==> config.mk <==
export PLATFORM = sky130hd
export DESIGN_NAME = vga_pattern_gen_flat
export DESIGN_NICKNAME = d
export VERILOG_FILES = /design/src/rtl/vga_pattern_gen_if.sv /design/src/rtl/vga_pattern_gen.sv /design/src/flat_wrapper.sv
export SDC_FILE = /design/constraint.sdc
export NUM_CORES = 1
export LEC_CHECK = 0
export ABC_AREA = 1
export ABC_CLOCK_PERIOD_IN_PS = 2600
export BUFFER_PORTS_ARGS = -buffer_cell sky130_fd_sc_hd__buf_2
export CAP_MARGIN = 40
export CORE_MARGIN = 4
export CORE_UTILIZATION = 45
export DETAILED_ROUTE_END_ITERATION = 16
export GPL_TIMING_DRIVEN = 0
export PLACE_DENSITY = 0.7
export SLEW_MARGIN = 20
export SYNTH_ARGS = -nofsm -noshare
export SYNTH_HDL_FRONTEND = slang
export SYNTH_SLANG_ARGS = --single-unit
export TNS_END_PERCENT = 50
==> constraint.sdc <==
create_clock -name clk -period 2.6 [get_ports clk]
set_clock_uncertainty 0.2 [all_clocks]
set_input_delay 0.52 -clock clk [delete_from_list [all_inputs] [get_ports clk]]
set_output_delay 0.52 -clock clk [all_outputs]
set_load 0.05 [all_outputs]
==> src/rtl/vga_pattern_gen_if.sv <==
// Video output bundle between the pattern generator and the board pins.
// Latency: none; these are plain wires.
// Backpressure: none; the pixel stream runs freely at one pixel per clock.
//
// master: driven by vga_pattern_gen. It reads mode and drives the sync, position,
//         colour, active_mode and frame_tick signals.
// slave : the consumer side. It drives mode and observes everything else.
interface vga_pattern_gen_if #(
   parameter int CNT_W    = 10,
   parameter int RGB_BITS = 1
);
   logic [1:0]          mode;
   logic                hsync;
   logic                vsync;
   logic                display_on;
   logic [CNT_W-1:0]    pos_x;
   logic [CNT_W-1:0]    pos_y;
   logic [RGB_BITS-1:0] red;
   logic [RGB_BITS-1:0] green;
   logic [RGB_BITS-1:0] blue;
   logic [1:0]          active_mode;
   logic                frame_tick;

   modport master (
      input  mode,
      output hsync, vsync, display_on, pos_x, pos_y,
      output red, green, blue, active_mode, frame_tick
   );

   modport slave (
      output mode,
      input  hsync, vsync, display_on, pos_x, pos_y,
      input  red, green, blue, active_mode, frame_tick
   );
endinterface

==> src/rtl/vga_pattern_gen.sv <==
// VGA sync timing and selectable test-pattern generator (bars, checker, border, mode 3).
// Latency: every output is registered one clock after the counter state it describes.
// Backpressure: none; this is a free-running stream of one pixel per clock.
//
// Ports: clk (pixel clock), reset (synchronous, active-high), vid (vga_pattern_gen_if.master).
//   vid.mode is the requested pattern. It is latched into active_mode on the last clock of a frame.
//   vid.hsync/vsync/display_on/pos_x/pos_y/red/green/blue/frame_tick are aligned to the same pixel.
// Optional feature macro: PATTERN_ANIM_EN. When it is defined, mode 3 is a bouncing white box.
//   When it is undefined, mode 3 draws the colour bars.
module vga_pattern_gen #(
   parameter int H_ACTIVE   = 640,
   parameter int H_FP       = 16,
   parameter int H_SYNC     = 96,
   parameter int H_BP       = 48,
   parameter int V_ACTIVE   = 480,
   parameter int V_FP       = 10,
   parameter int V_SYNC     = 2,
   parameter int V_BP       = 33,
   parameter bit SYNC_POL   = 1'b0,
   parameter int RGB_BITS   = 1,
   parameter int CNT_W      = 10,
   parameter int CHECK_LOG2 = 5,
   parameter int BOX        = 32
) (
   input  logic              clk,
   input  logic              reset,
   vga_pattern_gen_if.master vid
);

   localparam int H_TOTAL = H_ACTIVE + H_FP + H_SYNC + H_BP;
   localparam int V_TOTAL = V_ACTIVE + V_FP + V_SYNC + V_BP;

   localparam logic [CNT_W-1:0] CNT_ONE  = CNT_W'(1);
   localparam logic [CNT_W-1:0] H_LAST   = CNT_W'(H_TOTAL - 1);
   localparam logic [CNT_W-1:0] V_LAST   = CNT_W'(V_TOTAL - 1);
   localparam logic [CNT_W-1:0] H_VIS    = CNT_W'(H_ACTIVE);
   localparam logic [CNT_W-1:0] V_VIS    = CNT_W'(V_ACTIVE);
   localparam logic [CNT_W-1:0] H_EDGE   = CNT_W'(H_ACTIVE - 1);
   localparam logic [CNT_W-1:0] V_EDGE   = CNT_W'(V_ACTIVE - 1);
   localparam logic [CNT_W-1:0] HS_START = CNT_W'(H_ACTIVE + H_FP);
   localparam logic [CNT_W-1:0] HS_END   = CNT_W'(H_ACTIVE + H_FP + H_SYNC);
   localparam logic [CNT_W-1:0] VS_START = CNT_W'(V_ACTIVE + V_FP);
   localparam logic [CNT_W-1:0] VS_END   = CNT_W'(V_ACTIVE + V_FP + V_SYNC);
   localparam logic [CNT_W-1:0] BAR_W    = CNT_W'(H_ACTIVE / 8);

   // Reject parameter sets that the counters or the pattern logic cannot represent.
   if ((H_TOTAL > (1 << CNT_W)) || (V_TOTAL > (1 << CNT_W)) || (BOX > H_ACTIVE) ||
       (BOX > V_ACTIVE) || ((H_ACTIVE % 8) != 0) || (CHECK_LOG2 >= CNT_W)) begin : g_bad_cfg
      $error("vga_pattern_gen: parameter set out of range");
   end

   logic [CNT_W-1:0] h_cnt;
   logic [CNT_W-1:0] v_cnt;
   logic             line_end;
   logic             frame_end;

   assign line_end  = (h_cnt == H_LAST);
   assign frame_end = line_end && (v_cnt == V_LAST);

   always_ff @(posedge clk) begin
      if (reset) begin
         h_cnt <= '0;
         v_cnt <= '0;
      end else if (line_end) begin
         h_cnt <= '0;
         v_cnt <= (v_cnt == V_LAST) ? '0 : v_cnt + CNT_ONE;
      end else begin
         h_cnt <= h_cnt + CNT_ONE;
      end
   end

`ifdef PATTERN_ANIM_EN
   // Bouncing box. The position moves once per frame, on the same clock that latches the mode,
   // so the box never tears mid-frame.
   localparam logic [CNT_W-1:0] BX_MAX  = CNT_W'(H_ACTIVE - BOX);
   localparam logic [CNT_W-1:0] BY_MAX  = CNT_W'(V_ACTIVE - BOX);
   localparam logic [CNT_W:0]   BOX_EXT = (CNT_W+1)'(BOX);

   logic [CNT_W-1:0] bx;
   logic [CNT_W-1:0] by;
   logic [CNT_W-1:0] bx_nxt;
   logic [CNT_W-1:0] by_nxt;
   logic             dx_neg;
   logic             dy_neg;
   logic             in_box;

   assign bx_nxt = dx_neg ? bx - CNT_ONE : bx + CNT_ONE;
   assign by_nxt = dy_neg ? by - CNT_ONE : by + CNT_ONE;

   always_ff @(posedge clk) begin
      if (reset) begin
         bx     <= '0;
         by     <= '0;
         dx_neg <= 1'b0;
         dy_neg <= 1'b0;
      end else if (frame_end) begin
         bx <= bx_nxt;
         by <= by_nxt;
         if (bx_nxt == BX_MAX) begin
            dx_neg <= 1'b1;
         end else if (bx_nxt == '0) begin
            dx_neg <= 1'b0;
         end
         if (by_nxt == BY_MAX) begin
            dy_neg <= 1'b1;
         end else if (by_nxt == '0) begin
            dy_neg <= 1'b0;
         end
      end
   end

   // The upper bound is computed one bit wider so that bx+BOX cannot wrap.
   assign in_box = ({1'b0, h_cnt} >= {1'b0, bx}) && ({1'b0, h_cnt} < ({1'b0, bx} + BOX_EXT)) &&
                   ({1'b0, v_cnt} >= {1'b0, by}) && ({1'b0, v_cnt} < ({1'b0, by} + BOX_EXT));
`endif

   logic       visible;
   logic       hs_act;
   logic       vs_act;
   logic [2:0] idx_bars;
   logic [2:0] idx_checker;
   logic [2:0] idx_border;
   logic [2:0] idx_sel;

   // A colour index is {R,G,B}. Blanking is applied at the output register.
   always_comb begin
      visible     = (h_cnt < H_VIS) && (v_cnt < V_VIS);
      hs_act      = (h_cnt >= HS_START) && (h_cnt < HS_END);
      vs_act      = (v_cnt >= VS_START) && (v_cnt < VS_END);
      idx_bars    = 3'(h_cnt / BAR_W);
      idx_checker = {3{h_cnt[CHECK_LOG2] ^ v_cnt[CHECK_LOG2]}};
      idx_border  = {3{(h_cnt == '0) || (h_cnt == H_EDGE) || (v_cnt == '0) || (v_cnt == V_EDGE)}};
      idx_sel     = idx_bars;
      case (vid.active_mode)
         2'd1:    idx_sel = idx_checker;
         2'd2:    idx_sel = idx_border;
`ifdef PATTERN_ANIM_EN
         2'd3:    idx_sel = {3{in_box}};
`endif
         default: idx_sel = idx_bars;
      endcase
   end

   always_ff @(posedge clk) begin
      if (reset) begin
         vid.hsync       <= ~SYNC_POL;
         vid.vsync       <= ~SYNC_POL;
         vid.display_on  <= 1'b0;
         vid.pos_x       <= '0;
         vid.pos_y       <= '0;
         vid.red         <= '0;
         vid.green       <= '0;
         vid.blue        <= '0;
         vid.active_mode <= 2'd0;
         vid.frame_tick  <= 1'b0;
      end else begin
         vid.hsync      <= hs_act ? SYNC_POL : ~SYNC_POL;
         vid.vsync      <= vs_act ? SYNC_POL : ~SYNC_POL;
         vid.display_on <= visible;
         vid.pos_x      <= h_cnt;
         vid.pos_y      <= v_cnt;
         vid.red        <= {RGB_BITS{idx_sel[2] & visible}};
         vid.green      <= {RGB_BITS{idx_sel[1] & visible}};
         vid.blue       <= {RGB_BITS{idx_sel[0] & visible}};
         vid.frame_tick <= (h_cnt == '0) && (v_cnt == '0);
         if (frame_end) begin
            vid.active_mode <= vid.mode;
         end
      end
   end

endmodule

==> src/flat_wrapper.sv <==
// flat-port wrapper written by rule: the top's interface ports become plain ports
module vga_pattern_gen_flat 
#(
   parameter int H_ACTIVE   = 640,
   parameter int H_FP       = 16,
   parameter int H_SYNC     = 96,
   parameter int H_BP       = 48,
   parameter int V_ACTIVE   = 480,
   parameter int V_FP       = 10,
   parameter int V_SYNC     = 2,
   parameter int V_BP       = 33,
   parameter bit SYNC_POL   = 1'b0,
   parameter int RGB_BITS   = 1,
   parameter int CNT_W      = 10,
   parameter int CHECK_LOG2 = 5,
   parameter int BOX        = 32
)
  (clk, reset, vid_mode, vid_hsync, vid_vsync, vid_display_on, vid_pos_x, vid_pos_y, vid_red, vid_green, vid_blue, vid_active_mode, vid_frame_tick);
  vga_pattern_gen_if #(.CNT_W(CNT_W), .RGB_BITS(RGB_BITS)) vid_i ();
  input  logic clk;
  input  logic reset;
  input wire logic [$bits(vid_i.mode)-1:0] vid_mode;
  output wire logic [$bits(vid_i.hsync)-1:0] vid_hsync;
  output wire logic [$bits(vid_i.vsync)-1:0] vid_vsync;
  output wire logic [$bits(vid_i.display_on)-1:0] vid_display_on;
  output wire logic [$bits(vid_i.pos_x)-1:0] vid_pos_x;
  output wire logic [$bits(vid_i.pos_y)-1:0] vid_pos_y;
  output wire logic [$bits(vid_i.red)-1:0] vid_red;
  output wire logic [$bits(vid_i.green)-1:0] vid_green;
  output wire logic [$bits(vid_i.blue)-1:0] vid_blue;
  output wire logic [$bits(vid_i.active_mode)-1:0] vid_active_mode;
  output wire logic [$bits(vid_i.frame_tick)-1:0] vid_frame_tick;
  assign vid_i.mode = vid_mode;
  assign vid_hsync = vid_i.hsync;
  assign vid_vsync = vid_i.vsync;
  assign vid_display_on = vid_i.display_on;
  assign vid_pos_x = vid_i.pos_x;
  assign vid_pos_y = vid_i.pos_y;
  assign vid_red = vid_i.red;
  assign vid_green = vid_i.green;
  assign vid_blue = vid_i.blue;
  assign vid_active_mode = vid_i.active_mode;
  assign vid_frame_tick = vid_i.frame_tick;
  vga_pattern_gen #(.H_ACTIVE(H_ACTIVE), .H_FP(H_FP), .H_SYNC(H_SYNC), .H_BP(H_BP), .V_ACTIVE(V_ACTIVE), .V_FP(V_FP), .V_SYNC(V_SYNC), .V_BP(V_BP), .SYNC_POL(SYNC_POL), .RGB_BITS(RGB_BITS), .CNT_W(CNT_W), .CHECK_LOG2(CHECK_LOG2), .BOX(BOX)) u_core (.clk(clk), .reset(reset), .vid(vid_i));
endmodule
==> metrics.md <==
| Metric | Value |
|---|---|
| Fill count | `423` |
| Finish-stage setup viols | `0` |
| Avg WL per Cell | `11.9 um` |
| Mean Syn Cell Area | `7.90 um2` |
| Initial Utilization | `0.467` |
| # hold bufs at CTS | `0` |
| Seq/Total Area, Yosys | `0.479` |
| Final number of max-transition violations | `0` |
| Number of nets in the layout | `307` |
| Placed Cells | `342` |
| Critical path endpoint category | `flip-flop` |
| Startpoint class of the critical path | `flip-flop` |
| Worst skew pair latency | `0.31 ns` |
| Post-Route WL | `4.17 mm` |
| Synth Net Count | `269` |
| DR DRC count | `0` |
| Seq cells post-synth | `49` |
| Slowest CP cell | `nor3_4` |
| Final hold violation count | `0` |
| CP cell instances | `ha_1 > nand2_1 > inv_2 > nand2_2 > nor3_4 > nand2_1 > nand2_1 > a221oi_1` |
| Initial antenna violation count | `0` |
| CTS Root Buffer Type | `clkbuf_8` |
| Power Dens Cells | `568 nW/um2` |
| Synth unique cells | `36` |
| Non-Filler Instances | `349` |
| Synth Cell Area | `2050 um2` |
| Status | `completed` |
| CP required | `2.57 ns` |
| Placement Setup Slack | `0.503 ns` |
| Post-CTS Setup Inserts | `0` |
| I/O pins | `33` |
| Ant diodes | `0` |
| Row count | `24` |
| Sum of negative setup slack | `0 ns` |
| Final hold slack | `0.254 ns` |
| Post-CTS sizing | `0` |
| Global-route wire length before repair | `6.76 mm` |
| Leak | `1.14 nW` |
| Die height | `75.4 um` |
| CTS Buf Count | `5` |
| Primary FF master, synth | `dfxtp_1` |
| Synthesis Warnings | `0` |
| PnR worst setup slack | `0.470 ns` |
| Clock tree from TritonCTS | `built` |
| Final GP Congestion | `0.856` |
| Vias/cell | `4.91` |
| Maximum vdd drop | `0.234 mV` |
| Drt first pass iters | `4` |
| Most common cell on crit path | `nand2_1` |
| Final ANT Viol Nets | `0` |
| CTS clk-pin slew, worst paths | `0.09 ns` |
| # Max-Cap Violations | `0` |
| Hold/Removal Path Class | `reg -> reg` |
| Core area | `4380 um2` |
| Async SR Flop Fraction | `0` |
| HPWL Detailed | `3.00 mm` |
| Vias in the first global route | `1481` |
| Area grow syn2layout | `15.8%` |
| Iteration-0 DRC Markers | `123` |
| Critical Path Max Stage Delay | `0.42 ns` |
| RSZ-0062 raised after global routing | `no` |
| Die area | `5690 um2` |
| Post-synth EDFFs | `0` |
| Via count | `1715` |
| Period utilisation layout | `0.819` |
| Total global-route track usage | `0.157` |
| Largest net degree at the start of global routing | `15` |
| Share of cells above drive strength 1 | `0.192` |
| Crit-path max FO | `9` |
| Die width | `75.4 um` |
| Clk sinks | `49` |
| Worst EP arrival | `2.10 ns` |
| Max transition margin | `0.671` |
| CTS Buffer Depth | `2` |
| Fin crit period | `2.13 ns` |
| Setup CP Type | `reg -> reg` |
| Post-Syn Instances | `259` |
| IO Port Bufs | `31` |
| Worst-Margin Slew | `0.494 ns` |
| H-tree lvl count | `2` |
| Fmax | `469 MHz` |
| Grt ovf | `0` |
-- registers in the layout (all words and copies together) (netlist names) --
register	count
u_core.vid.green	1
u_core.vid.frame_tick	1
u_core.vid.active_mode	2
u_core.vid.display_on	1
u_core.vid.red	1
u_core.h_cnt	10
u_core.vid.blue	1
u_core.vid.hsync	1
u_core.v_cnt	10
u_core.vid.pos_y	10
u_core.vid.pos_x	10
u_core.vid.vsync	1
-- worst paths after layout --
path                                         to  slack (ns)  cells after the start             from
worst max-delay path            u_core.v_cnt[4]        0.47                      8  u_core.h_cnt[0]
worst min-delay path            u_core.h_cnt[0]        0.25                      1  u_core.h_cnt[0]
worst max register to register  u_core.v_cnt[4]        0.47                      8  u_core.h_cnt[0]
worst min register to register  u_core.h_cnt[0]        0.25                      1  u_core.h_cnt[0]
-- area by class of cell --
cell class                 instances  area (um2)  area share
buffer                             7        40.0      0.0169
clock buffer                       5        68.8      0.0290
clock inverter                     2        35.0      0.0148
inverter                          39         146      0.0617
multi-input combinational        164         880       0.371
sequential                        49         981       0.414
tap                               52        65.1      0.0274
timing repair buffer              31         155      0.0654
-- placed cells by master, fill, tap and decap left out, drive strengths merged, types with 4 or more instances in the layout --
cell | synthesis | final
o21ai | 4 | 4
a21oi | 9 | 9
nor3b | 4 | 4
nand4 | 4 | 4
ha | 6 | 6
nor4 | 4 | 4
nand2 | 46 | 46
inv | 39 | 39
a211oi | 4 | 4
buf | 4 | 35
nor3 | 13 | 13
dfxtp | 49 | 49
nor2 | 42 | 42
clkbuf | 3 | 8
nand3 | 17 | 17
-- critical path: cells and delay by family (launching register included) --
kind | cells | cell delay (ns)
and+or+nand+nor | 5 | 1.11
DFF | 1 | 0.36
adders and majority gates | 1 | 0.17
AOI/OAI and AO/OA | 1 | 0.08
buffers and inverters | 1 | 0.07
-- logic make-up (layout without fill, tap and decap cells) --
logic type | Yosys count | after routing | share of synthesized area
buffers and inverters | 46 | 84 | 0.0911
AOI/OAI and AO/OA | 24 | 24 | 0.0752
DFF | 49 | 49 | 0.479
and+or+nand+nor | 132 | 132 | 0.309
adders and majority gates | 6 | 6 | 0.0367
xor gates and xnor gates | 2 | 2 | 0.00856
-- metrics by stage --
step,utilization,area [um2],power (mW)
2_1_floorplan,-,2050,0.822
3_3_place_gp,0.517,2270,0.837
3_5_place_dp,0.517,2270,0.837
4_1_cts,0.541,2370,1.36
5_1_grt,0.541,2370,1.40
6_report,0.541,2370,1.35
-- cell usage after synthesis, types with 3 or more instances --
cell type / instances / area share
dfxtp_1: 49 / 0.48
nand2_1: 44 / 0.081
nor2_1: 40 / 0.073
inv_1: 36 / 0.066
nand3_1: 17 / 0.042
nor3_1: 10 / 0.024
a21oi_1: 9 / 0.022
ha_1: 6 / 0.037
o21ai_0: 4 / 0.0098
a211oi_1: 3 / 0.011
clkbuf_1: 3 / 0.0055
inv_2: 3 / 0.0055
nand4_1: 3 / 0.0092
nor3b_1: 3 / 0.011
nor4_1: 3 / 0.0092
-- metal layers --
layer | wire, um | GRT usage | part of all wire | vias up
met4 | 76 | 0.0641 | 0.018 | 0
met3 | 242 | 0.0422 | 0.058 | 6
met5 | 0 | 0 | 0 | -
met1 | 1980 | 0.211 | 0.48 | 764
met2 | 1870 | 0.241 | 0.45 | 44
li1 | - | - | - | 901
-- power breakdown --
| part | internal, mW | switching (mW) | total (mW) |
|---|---|---|---|
| Sequential | 0.758 | 0.00357 | 0.762 |
| Clock | 0.280 | 0.248 | 0.528 |
| Combinational | 0.0138 | 0.0439 | 0.0577 |
Note: power is estimated with default switching activity, not from simulation.
